`config.mk`:
```
export PLATFORM = sky130hd
export DESIGN_NAME = wb_relay_guard
export DESIGN_NICKNAME = d
export VERILOG_FILES = /design/src/rtl/wb_relay_guard.sv
export SDC_FILE = /design/constraint.sdc
export NUM_CORES = 1
export LEC_CHECK = 0
export BUFFER_PORTS_ARGS = -buffer_cell sky130_fd_sc_hd__buf_4
export CORE_MARGIN = 5
export CORE_UTILIZATION = 52
export DETAILED_ROUTE_END_ITERATION = 8
export PLACE_DENSITY_LB_ADDON = 0.05
export SLEW_MARGIN = 20
export SYNTH_ARGS = -nofsm -noshare
export SYNTH_HDL_FRONTEND = slang
export SYNTH_SLANG_ARGS = --single-unit
```
`constraint.sdc`:
```
create_clock -name clk -period 3.1 [get_ports clk]
set_input_delay 0 -clock clk [delete_from_list [all_inputs] [get_ports clk]]
set_output_delay 0 -clock clk [all_outputs]
set_load 0.05 [all_outputs]
```
`src/rtl/wb_relay_guard.sv`:
```
// rtl/wb_relay_guard.sv - Wishbone relay driver with per-channel min on/off lockouts
// Outputs follow the request register only when lockouts and the exclusion mask allow.
module wb_relay_guard #(
  parameter int              N_CH      = 8,
  parameter int              TICK_DIV  = 50_000_000,
  parameter int              MIN_ON    = 60,
  parameter int              MIN_OFF   = 180,
  parameter logic [N_CH-1:0] EXCL_MASK = '0
) (
  input  logic            clk,
  input  logic            rst_n,
  input  logic            wb_cyc,
  input  logic            wb_stb,
  input  logic            wb_we,
  input  logic [1:0]      wb_adr,
  input  logic [31:0]     wb_dat_i,
  output logic [31:0]     wb_dat_o,
  output logic            wb_ack,
  output logic [N_CH-1:0] relay_out
);

  localparam int          PW      = (TICK_DIV > 1) ? $clog2(TICK_DIV) : 1;
  localparam logic [PW-1:0] PS_LAST = PW'(TICK_DIV - 1);
  localparam logic [15:0] ON_LD   = 16'(MIN_ON);
  localparam logic [15:0] OFF_LD  = 16'(MIN_OFF);

  // bit 1 of the encoding is the relay drive itself
  typedef enum logic [1:0] {
    OFF_LOCK  = 2'b00,
    OFF_READY = 2'b01,
    ON_LOCK   = 2'b10,
    ON_READY  = 2'b11
  } ch_state_t;

  ch_state_t       state_q [N_CH];
  ch_state_t       state_d [N_CH];
  logic [15:0]     cnt_q   [N_CH];
  logic [15:0]     cnt_d   [N_CH];
  logic [PW-1:0]   ps_q;
  logic [N_CH-1:0] req_q;
  logic [N_CH-1:0] relay;
  logic            force_q;
  logic            tick;
  logic            bus_hit;
  logic            wr;
  logic            rd;
  logic            excl_busy;
  logic            granted;
  logic            unused_ok;

  assign tick      = (ps_q == PS_LAST);
  assign bus_hit   = wb_cyc & wb_stb & ~wb_ack;
  assign wr        = bus_hit & wb_we;
  assign rd        = bus_hit & ~wb_we;
  assign relay_out = relay;
  assign unused_ok = ^wb_dat_i;

  always_comb begin
    relay = '0;
    for (int i = 0; i < N_CH; i++) relay[i] = state_q[i][1];
  end

  always_ff @(posedge clk) begin
    if (!rst_n) begin
      ps_q     <= '0;
      wb_ack   <= 1'b0;
      wb_dat_o <= '0;
      req_q    <= '0;
      force_q  <= 1'b0;
    end else begin
      ps_q    <= tick ? '0 : ps_q + 1'b1;
      wb_ack  <= bus_hit;
      // force-off takes effect on the edge after the CTRL write commits
      force_q <= wr && (wb_adr == 2'd3) && wb_dat_i[0];
      if (wr) begin
        case (wb_adr)
          2'd0:    req_q <= wb_dat_i[N_CH-1:0];
          2'd3:    if (wb_dat_i[0]) req_q <= '0;
          default: ;
        endcase
      end
      if (rd) begin
        case (wb_adr)
          2'd0:    wb_dat_o <= 32'(req_q);
          2'd1:    wb_dat_o <= 32'(relay);
          2'd2:    wb_dat_o <= 32'(req_q ^ relay);
          default: wb_dat_o <= '0;
        endcase
      end
    end
  end

  always_ff @(posedge clk) begin
    for (int i = 0; i < N_CH; i++) begin
      if (!rst_n) begin
        state_q[i] <= (OFF_LD == 16'd0) ? OFF_READY : OFF_LOCK;
        cnt_q[i]   <= OFF_LD;
      end else begin
        state_q[i] <= state_d[i];
        cnt_q[i]   <= cnt_d[i];
      end
    end
  end

  always_comb begin
    excl_busy = |(relay & EXCL_MASK);
    granted   = 1'b0;
    for (int i = 0; i < N_CH; i++) begin
      state_d[i] = state_q[i];
      cnt_d[i]   = cnt_q[i];
      if (force_q && state_q[i][1]) begin
        state_d[i] = (OFF_LD == 16'd0) ? OFF_READY : OFF_LOCK;
        cnt_d[i]   = OFF_LD;
      end else begin
        case (state_q[i])
          OFF_LOCK, ON_LOCK: begin
            if (tick) begin
              if (cnt_q[i] <= 16'd1)
                state_d[i] = (state_q[i] == OFF_LOCK) ? OFF_READY : ON_READY;
              else
                cnt_d[i] = cnt_q[i] - 16'd1;
            end
          end
          OFF_READY: begin
            // lowest eligible exclusive channel wins; later ones see granted
            if (req_q[i] && (!EXCL_MASK[i] || (!excl_busy && !granted))) begin
              if (EXCL_MASK[i]) granted = 1'b1;
              state_d[i] = (ON_LD == 16'd0) ? ON_READY : ON_LOCK;
              cnt_d[i]   = ON_LD;
            end
          end
          ON_READY: begin
            if (!req_q[i]) begin
              state_d[i] = (OFF_LD == 16'd0) ? OFF_READY : OFF_LOCK;
              cnt_d[i]   = OFF_LD;
            end
          end
          default: ;
        endcase
      end
    end
  end

endmodule

```
After elaboration in Yosys (flattened, before gate mapping) --
Memories as Yosys holds them, arrays and structs flattened. Cells that the tools add are included.
Cells by class: add/sub/neg operators 9, multipliers 0, div/mod/pow operators 0, order comparisons 8, equal/unequal tests 29, shift operators 0, muxes and demuxes 125, bitwise operators 24, reduce and logical (&&, ||, !) cells 30
Operator list (count):
- 16-bit 2-to-1 mux | 48
- 16-bit one-hot mux with 3 select lines | 8
- 16-bit by 1-bit less-or-equal comparator with 1-bit output, second input constant | 8
- 16-bit by 1-bit subtractor with 16-bit output, second input constant | 8
- 2-bit 2-to-1 mux | 56
- 2-bit one-hot mux with 3 select lines | 8
- 2-bit equality test, second input constant | 18
- 26-bit by 1-bit adder with 26-bit output, second input constant | 1
- 26-bit equality test, second input constant | 1
- 8-bit one-hot mux with 3 select lines | 1
- 2-bit by 1-bit equality test with 1-bit output, second input constant | 9
- 2-bit logical NOT | 9
- 2-bit OR reduction | 9
- 1-bit OR | 16
- 8-bit one-hot mux with 2 select lines | 1
- 1-bit logical AND | 10
- 8-bit 2-to-1 mux | 1
- 8-bit XOR | 1
- 1-bit AND | 4
- 1-bit NOT | 3
- 3-bit AND reduction | 1
- 1-bit 2-to-1 mux | 2
- 2-bit != test, second input constant | 1
- 2-bit nonzero test | 1
Word-level totals: register bits 68, latch bits 0, bits in writable memories 144, memory bits (read-only) 0, output and inout port bits 41, logic and storage cells 232, memories kept 2
Memories:
- cnt_q | depth 8, width 16, read ports 8, clocked after memory_dff 0, wr ports 8, RTL line 37 | logic [15:0] cnt_q [N_CH];
- state_q | depth 8, width 2, read ports 8, clocked after memory_dff 0, wr ports 8, RTL line 35 | ch_state_t state_q [N_CH];

Longest topological paths before layout --
Gate-level depths: netlist of run 1. An unclocked memory read counts as a cell.
depth in word-level cells 8, gate-level depth with buffers 12, gate-level depth less buffers 9

Worst setup path before layout of run 1 --
Ideal clock, no wire load.
path type flip-flop to flip-flop, from register ps_q[0], to memory cnt_q[7][10] (netlist: cnt_q[1][58]), library setup time 0.076 ns, arrival 2.435 ns, data required time 3.024 ns, slack 0.589 ns, stages on the path, launching flop included 9, path buffers 0, path through dfxtp_1 -> ha_1 -> and2_1 -> nand4_1 -> or3_1 -> o21a_1 -> or4_4 -> or4_1 -> a21oi_1
RTL lines:
- from (decl) | RTL line 39 | logic [PW-1:0] ps_q;
- from (signal assigned) | RTL line 71 | ps_q <= tick ? '0 : ps_q + 1'b1;
- to (decl) | RTL line 37

==> results of run 1 <==
## registers in the layout, summed over array words and instances (netlist names)
register  cells
wb_ack        1
cnt_q       128
wb_dat_o      8
state_q      16
req_q         8
force_q       1
ps_q         26
## final timing paths
check	slack, ns	cells past startpoint	to	from
worst max-delay path	0.23	8	cnt_q[1][46]	ps_q[18]
worst max register to register	0.23	8	cnt_q[1][46]	ps_q[18]
worst min-delay path	0.04	4	req_q[0]	wb_adr[1]
worst min register to register	0.45	1	ps_q[0]	ps_q[0]
## routing by layer
metal  up-vias  routed length, um  GRT usage [%]
met1      3766              10600           26.9
met4         0                290           4.75
met3        23                719           3.70
met5         -                  0              0
met2       108               9780           32.2
li1       4269                  -              -
## final cells by class
class / count / area share (%)
Timing Repair Buffer: 71 / 5.21
Multi-Input combinational cell: 927 / 51.5
Clock inverter: 11 / 1.02
Sequential cell: 188 / 34.5
Clock buffer: 21 / 4.13
Inverter: 26 / 0.896
Tap cell: 234 / 2.69
## stage by stage
stage / power [mW] / cells
2_1_floorplan: 2.66 / 1207
3_3_place_gp: 2.70 / 1432
3_5_place_dp: 2.70 / 1432
4_1_cts: 4.84 / 1478
5_1_grt: 4.95 / 1478
6_report: 4.78 / 1478
## layout by cell type, fill, tap and decap left out, types with 4 or more instances in the layout
| cell | synthesis | routed |
|---|---|---|
| a21boi_0 | 8 | 8 |
| a21o_1 | 4 | 4 |
| a21oi_1 | 70 | 70 |
| a22oi_1 | 9 | 9 |
| a31oi_1 | 7 | 7 |
| and2_1 | 9 | 9 |
| and3_1 | 11 | 11 |
| buf_4 | 33 | 57 |
| clkbuf_16 | 0 | 17 |
| conb_1 | 1 | 24 |
| dfxtp_1 | 188 | 188 |
| dlygate4sd3_1 | 0 | 14 |
| ha_1 | 33 | 33 |
| inv_1 | 26 | 26 |
| mux2i_1 | 19 | 19 |
| nand2_1 | 100 | 100 |
| nand2b_1 | 13 | 13 |
| nand3_1 | 47 | 47 |
| nand4_1 | 32 | 32 |
| nand4b_1 | 5 | 5 |
| nor2_1 | 179 | 179 |
| nor3_1 | 42 | 40 |
| nor4_1 | 34 | 34 |
| nor4b_1 | 4 | 4 |
| o2111ai_1 | 7 | 7 |
| o211a_1 | 8 | 8 |
| o211ai_1 | 8 | 8 |
| o21a_1 | 4 | 4 |
| o21ai_0 | 43 | 43 |
| o31ai_1 | 7 | 7 |
| o41ai_1 | 4 | 4 |
| or2_2 | 10 | 10 |
| or3_1 | 17 | 17 |
| or4_1 | 19 | 19 |
| xnor2_1 | 41 | 41 |
| xor2_1 | 63 | 63 |
## cells by family (layout without fill, tap and decap cells)
logic type / after synthesis / in the layout / share of synthesized area (%)
AND/OR/NAND/NOR: 539 / 539 / 27.2
AO/OA/AOI/OAI: 205 / 205 / 13.4
flip-flops: 188 / 188 / 38.6
XOR/XNOR: 104 / 104 / 9.34
buffers and inverters: 92 / 129 / 4.84
adder cells (fa/ha/maj): 33 / 33 / 4.23
multiplexers: 22 / 22 / 2.30
other: 1 / 24 / 0.0385
## where the power goes
| part | leakage (nW) | internal [mW] | switching, mW |
|---|---|---|---|
| registers | 1.52 | 2.42 | 0.00989 |
| clock network | 0.274 | 1.15 | 0.978 |
| logic | 2.16 | 0.0552 | 0.166 |
## worst max-delay path: stages, from the launching register on
cell	delay, ns
dfxtp_1	0.34
nor4bb_1	0.34
nand4_1	0.22
or3_1	0.49
buf_4	0.22
o21ai_2	0.17
nand4_1	0.29
or4b_1	0.58
a21oi_1	0.14
## what timing repair did
item,4_1_cts,5_1_grt
gates resized for setup,0,0
setup buffers,0,0
hold buffers,14,0
endpoints found under the hold margin,15,0
==> qor.txt, run 1 <==
post-route ant nets: 0
initial antenna violation count: 0
gp weighted congestion: 0.841
TritonCTS clock tree: done
fin. max-slew vios: 0
Non-Filler Cell Area, Final: 10900 sq um
utilization after layout: 58.6%
Clk pin slew, worst setup/hold paths: 0.07 ns
wire length of the first global-routing pass: 36100 um
Final TNS setup: 0 ns
DRT iter0 DRCs: 407
final worst-path cycle share: 92.6%
final hold slack: 0.0407 ns
via count: 8166
Final setup violation count: 0
total track usage: 19.6%
top-count cell post-synth: dfxtp_1
share of layout cells above drive strength 1: 8.76%
grt ovf: 0
clock buffer count from CTS: 17
Commonest cells post-synth: 188 x dfxtp_1, 179 x nor2_1, 100 x nand2_1, 70 x a21oi_1, 63 x xor2_1
largest net degree at the start of global routing: 38
dpl hpwl: 14900 um
fraction of registers with async set/reset: 0%
crit path kind: reg2reg
worst slack, placed: 0.200 ns
CP required: 3.46 ns
CTS Buffer Depth: 2
Synth area leader: dfxtp_1
WL final: 21400 um
clk root buf: clkbuf_16
status: finished, final reports clean
WL/cell: 14.5 um
area delta synth->final: 11.7%
clk sinks: 188
Synth cell types: 62
placed cell area: 10200 sq um
RSZ-0062 raised after global routing: false
post-route setup slack: 0.231 ns
# diodes: 0
synth warn: 0
WP data arrival: 3.23 ns
drt pass-1 iters: 5
Worst setup EP type: flip-flop
Mapped Area: 9750 sq um
Synth Flop Type: dfxtp_1
Worst-Margin Slew: 1.08 ns
Chip Height: 147 um
Tmin final: 2.87 ns
MaxCap Viol Count: 0
Hold Crit Class: in2reg
H-tree levels: 4
area of the multi-input gates: 5610 sq um
Initial Utilization: 52.5%
critical-path maximum fanout: 11
Power per Cell Area: 438 nW/um^2
Leak: 3.95 nW
fmax: 348 MHz
FP Rows: 50
Slew Limit Headroom: 27.9%
syn_area_per_cell: 8.24 sq um
Mapped Cells: 1184
routed vias/inst: 5.53
Final Hold Viols: 0
Die ar.: 21600 sq um
die span in x: 147 um
sequential-to-total area share from yosys stat: 38.6%
fin nets: 1303
I/O Buffers: 31
Synth top area share: 38.6%
Post-synth EDFFs: 0
Layout fillers: 1710
clk_lat worst skew: 0.43 ns
Storage cell area: 3760 sq um
Synth Register Bits: 188
Area contributors post-synth: dfxtp_1 39%, nor2_1 6.9%, xor2_1 5.7%
core footprint: 18600 sq um
maximum vdd drop: 0.359 mV
vias in the first global route: 7549
CP Launch Type: flip-flop
drc violations: 0
Clock Skews: 0.0100 ns
IO Count: 80
Power figures use the tool's default switching activity.
==> inputs of run 2 (changes only) <==
Settings changed: CAP_MARGIN set to 30, PLACE_DENSITY set to 0.71, PLACE_DENSITY_LB_ADDON 0.05 to unset.
Clock period 3.1 ns to 2.7 ns, I/O delays scaled along.
==> qor.txt, run 2 (synthesized netlist as in run 1, its figures left out) <==
WL met1: 10300 um
MaxCap Viol Count: 0
fin nets: 1335
share of layout cells above drive strength 1: 11.6%
most common cell after layout, fill and taps aside: dfxtp_1
IO Count: 80
Chip Height: 147 um
Non-Filler Cell Area, Final: 11200 sq um
WP data arrival: 2.88 ns
placed cells: 1463
Worst-Margin Slew: 0.591 ns
area of the multi-input gates: 5660 sq um
vias in the first global route: 7913
clk sinks: 188
routed vias/inst: 5.59
fmax: 391 MHz
final worst-path cycle share: 94.8%
CP max stage cell: or4_1
met2 wire len: 10200 um
Layout fillers: 1623
via count: 8434
CP Launch Type: flip-flop
clk_lat worst skew: 0.43 ns
CP most frequent cell: nor3_1
highest metal used: met4
initial antenna violation count: 0
Final TNS setup: 0 ns
grt ovf: 0
fin. max-slew vios: 0
wire length of the first global-routing pass: 37200 um
critical-path maximum fanout: 9
crit-path cells: or4_1 > nor3_1 > or4b_1 > a31oi_2 > buf_4 > nor3_1 > xnor2_1 > nor2_1
Final Hold Viols: 0
Initial Utilization: 52.5%
placed cell area: 10400 sq um
post-route ant nets: 0
WL final: 21800 um
maximum vdd drop: 0.425 mV
most frequent cells in the layout: 188 x dfxtp_1, 179 x nor2_1, 100 x nand2_1
Final setup violation count: 0
Top Registers: cnt_q x128, ps_q x26, state_q x16
RSZ-0062 raised after global routing: false
Reg with most FFs: cnt_q
total track usage: 20.3%
die span in x: 147 um
routed wl met3: 1040 um
drt pass-1 iters: 4
dpl hpwl: 15200 um
TritonCTS clock tree: done
I/O Buffers: 31
crit path kind: reg2reg
Power per Cell Area: 491 nW/um^2
worst stage delay on the critical path: 0.58 ns
gp weighted congestion: 0.888
CTS Buffer Depth: 2
Non-Filler Instances: 1510
Clk pin slew, worst setup/hold paths: 0.07 ns
core footprint: 18600 sq um
# diodes: 0
FP Rows: 50
WL/cell: 14.4 um
clock buffer count from CTS: 17
Hold Crit Class: in2reg
largest net degree at the start of global routing: 38
H-tree levels: 4
Leak: 4.13 nW
Tmin final: 2.56 ns
max reg flops: 128
Clock Skews: 0.00772 ns
Slew Limit Headroom: 59.5%
clk root buf: clkbuf_16
status: finished, final reports clean
drc violations: 0
CP required: 3.02 ns
Die ar.: 21600 sq um
Storage cell area: 3760 sq um
DRT iter0 DRCs: 471
Worst setup EP type: flip-flop
area delta synth->final: 14.9%
[run 2: cell types whose count changed in the layout (fill, tap and decap cells not counted), sizes merged]
cell	delta
clkinvlp	+2
inv	-4
clkinv	+1
buf	+33
dlygate4sd3	-1
bufinv	+1
[run 2: worst max-delay path: cells and delay by family, from the launching register on]
kind / cells / cell delay (ns)
XOR/XNOR: 1 / 0.14
AO/OA/AOI/OAI: 1 / 0.29
AND/OR/NAND/NOR: 5 / 1.48
flip-flops: 1 / 0.34
buffers and inverters: 1 / 0.20
[run 2: what timing repair did]
item / 4_1_cts / 5_1_grt
endpoints found under the setup margin: 0 / 22
endpoints found under the hold margin: 14 / 0
resized for setup: 0 / 10
buffers inserted: 0 / 2
hold buffers: 13 / 0
[run 2: final timing paths]
path,from,to,slack [ns],cells past startpoint
worst min-delay path,wb_adr[1],req_q[0],0.04,4
worst max-delay path,cnt_q[0][3],cnt_q[0][11],0.14,8
worst max register to register,cnt_q[0][3],cnt_q[0][11],0.14,8
worst min register to register,ps_q[0],ps_q[0],0.47,1
[run 2: routing by layer]
metal	vias to the layer above	GRT usage, %
met5	-	0
met4	0	5.45
met3	27	3.67
met2	174	33.2
met1	3910	27.9
li1	4323	-
[run 2: where the power goes]
part / leakage (nW) / internal (mW) / total, mW / switching [mW]
clock network: 0.273 / 1.38 / 2.45 / 1.07
registers: 1.52 / 2.78 / 2.79 / 0.0105
logic: 2.34 / 0.0659 / 0.259 / 0.193
total: 4.13 / 4.23 / 5.50 / 1.27
[run 2: final cells by class]
cell class | count | area share (%)
multi-input combinational | 927 | 50.5
sequential | 188 | 33.6
timing repair buffer | 103 | 7.34
clock buffer | 21 | 4.02
tap | 234 | 2.61
clock inverter | 11 | 1.07
inverter | 26 | 0.871
[run 2: per-stage QoR]
| stage | worst slack, ns | hold WS (ns) | total power, mW | util, % |
|---|---|---|---|---|
| floorplan | 0.189 | 0.118 | 3.06 | - |
| global placement | 0.133 | 0.278 | 3.10 | 56.2 |
| detailed placement | 0.0744 | 0.284 | 3.10 | 56.2 |
| CTS | 0.0532 | 0.0307 | 5.55 | 60.0 |
| global route | 0.00414 | 0.0531 | 5.69 | 60.3 |
| finish | 0.140 | 0.0395 | 5.50 | 60.3 |
==> inputs of run 3 (changes only) <==
Settings changed: CORE_MARGIN 5 to 2.
==> qor.txt, run 3 (synthesized netlist as in run 1, its figures left out) <==
Reg with most FFs: cnt_q
share of layout cells above drive strength 1: 11.7%
core footprint: 18600 sq um
max reg flops: 128
Clock Skews: 0.00813 ns
CTS Buffer Depth: 2
Final Hold Viols: 0
drc violations: 0
CP Launch Type: flip-flop
Non-Filler Instances: 1509
clk sinks: 188
CP required: 3.07 ns
Leak: 4.15 nW
Hold Crit Class: in2reg
largest net degree at the start of global routing: 26
Top Registers: cnt_q x128, ps_q x26, state_q x16
crit path kind: reg2reg
clk_lat worst skew: 0.43 ns
WL final: 21800 um
post-route ant nets: 0
TritonCTS clock tree: done
Tmin final: 2.54 ns
WL/cell: 14.4 um
grt ovf: 0
final hold slack: 0.0400 ns
Final setup violation count: 0
MaxCap Viol Count: 0
routed vias/inst: 5.61
Power Total: 5.73 mW
most frequent cells in the layout: 188 x dfxtp_1, 179 x nor2_1, 100 x nand2_1
H-tree levels: 4
via count: 8473
Worst setup EP type: flip-flop
Clk pin slew, worst setup/hold paths: 0.07 ns
total track usage: 22.5%
# diodes: 0
die span in x: 141 um
clk root buf: clkbuf_16
Die ar.: 19900 sq um
IO Count: 80
WP data arrival: 2.91 ns
clock buffer count from CTS: 17
Power per Cell Area: 509 nW/um^2
Worst-Margin Slew: 0.636 ns
initial antenna violation count: 0
maximum vdd drop: 0.446 mV
FP Rows: 50
fin. max-slew vios: 0
hold path cells: 4
drt pass-1 iters: 5
gp weighted congestion: 0.825
Chip Height: 141 um
vias in the first global route: 7824
fin nets: 1335
critical-path maximum fanout: 4
I/O Buffers: 31
placed cells: 1464
most common cell after layout, fill and taps aside: dfxtp_1
Layout fillers: 1642
fmax: 393 MHz
worst r2r path cells: 7
area delta synth->final: 15.4%
DRT iter0 DRCs: 521
wire length of the first global-routing pass: 37200 um
Initial Utilization: 52.5%
dpl hpwl: 15200 um
status: finished, final reports clean
final worst-path cycle share: 94.1%
Slew Limit Headroom: 57.2%
## run 3: where the power goes
group / internal [mW] / switching [mW]
clock network: 1.62 / 1.06
registers: 2.78 / 0.0109
logic: 0.0675 / 0.191
## run 3: timing repair
action	4_1_cts	5_1_grt
endpoints found under the setup margin	0	42
hold buffers	13	0
hold endpoints to repair	19	0
setup buffers	0	1
gates resized for setup	0	8
## run 3: layer usage
| layer | global-route usage, % | wire length, um | share of wire (%) |
|---|---|---|---|
| met2 | 38.5 | 10400 | 48 |
| met3 | 4.86 | 976 | 4.5 |
| met4 | 4.68 | 151 | 0.69 |
| met5 | 0 | 0 | 0 |
| met1 | 29.4 | 10300 | 47 |
## run 3: path summary, 6_finish.rpt
check / startpoint / endpoint / slack [ns]
setup / recovery: ps_q[6] / cnt_q[1][58] / 0.16
hold / removal: wb_adr[1] / req_q[0] / 0.04
setup reg to reg: ps_q[6] / cnt_q[1][58] / 0.16
hold reg to reg: cnt_q[1][46] / cnt_q[1][46] / 0.48
## run 3: per-stage QoR
step                instance area (sq um)  setup TNS [ns]  util [%]  setup slack, ns
finish                              11300               0      60.6            0.159
global route                        11300        -0.00819      60.6         -0.00819
CTS                                 11200               0      60.3          0.00853
detailed placement                  10400               0      56.2           0.0139
global placement                    10400               0      56.2           0.0647
floorplan                            9840               0         -            0.189
## run 3: final cells by class
class	count	area, sq um	area share (%)
timing repair buffer	103	822	7.30
tap	234	293	2.60
clock buffer	21	470	4.18
clock inverter	10	164	1.46
inverter	26	97.6	0.867
multi-input combinational	927	5650	50.2
sequential	188	3760	33.4
## run 3: critical path, stage by stage (launching register included)
cell and delay (ns):
dfxtp_1 0.39, nand4_1 0.15, or2_1 0.30, or3_4 0.38, o21a_1 0.21, or4_4 0.49, or4_1 0.41, a21oi_1 0.14
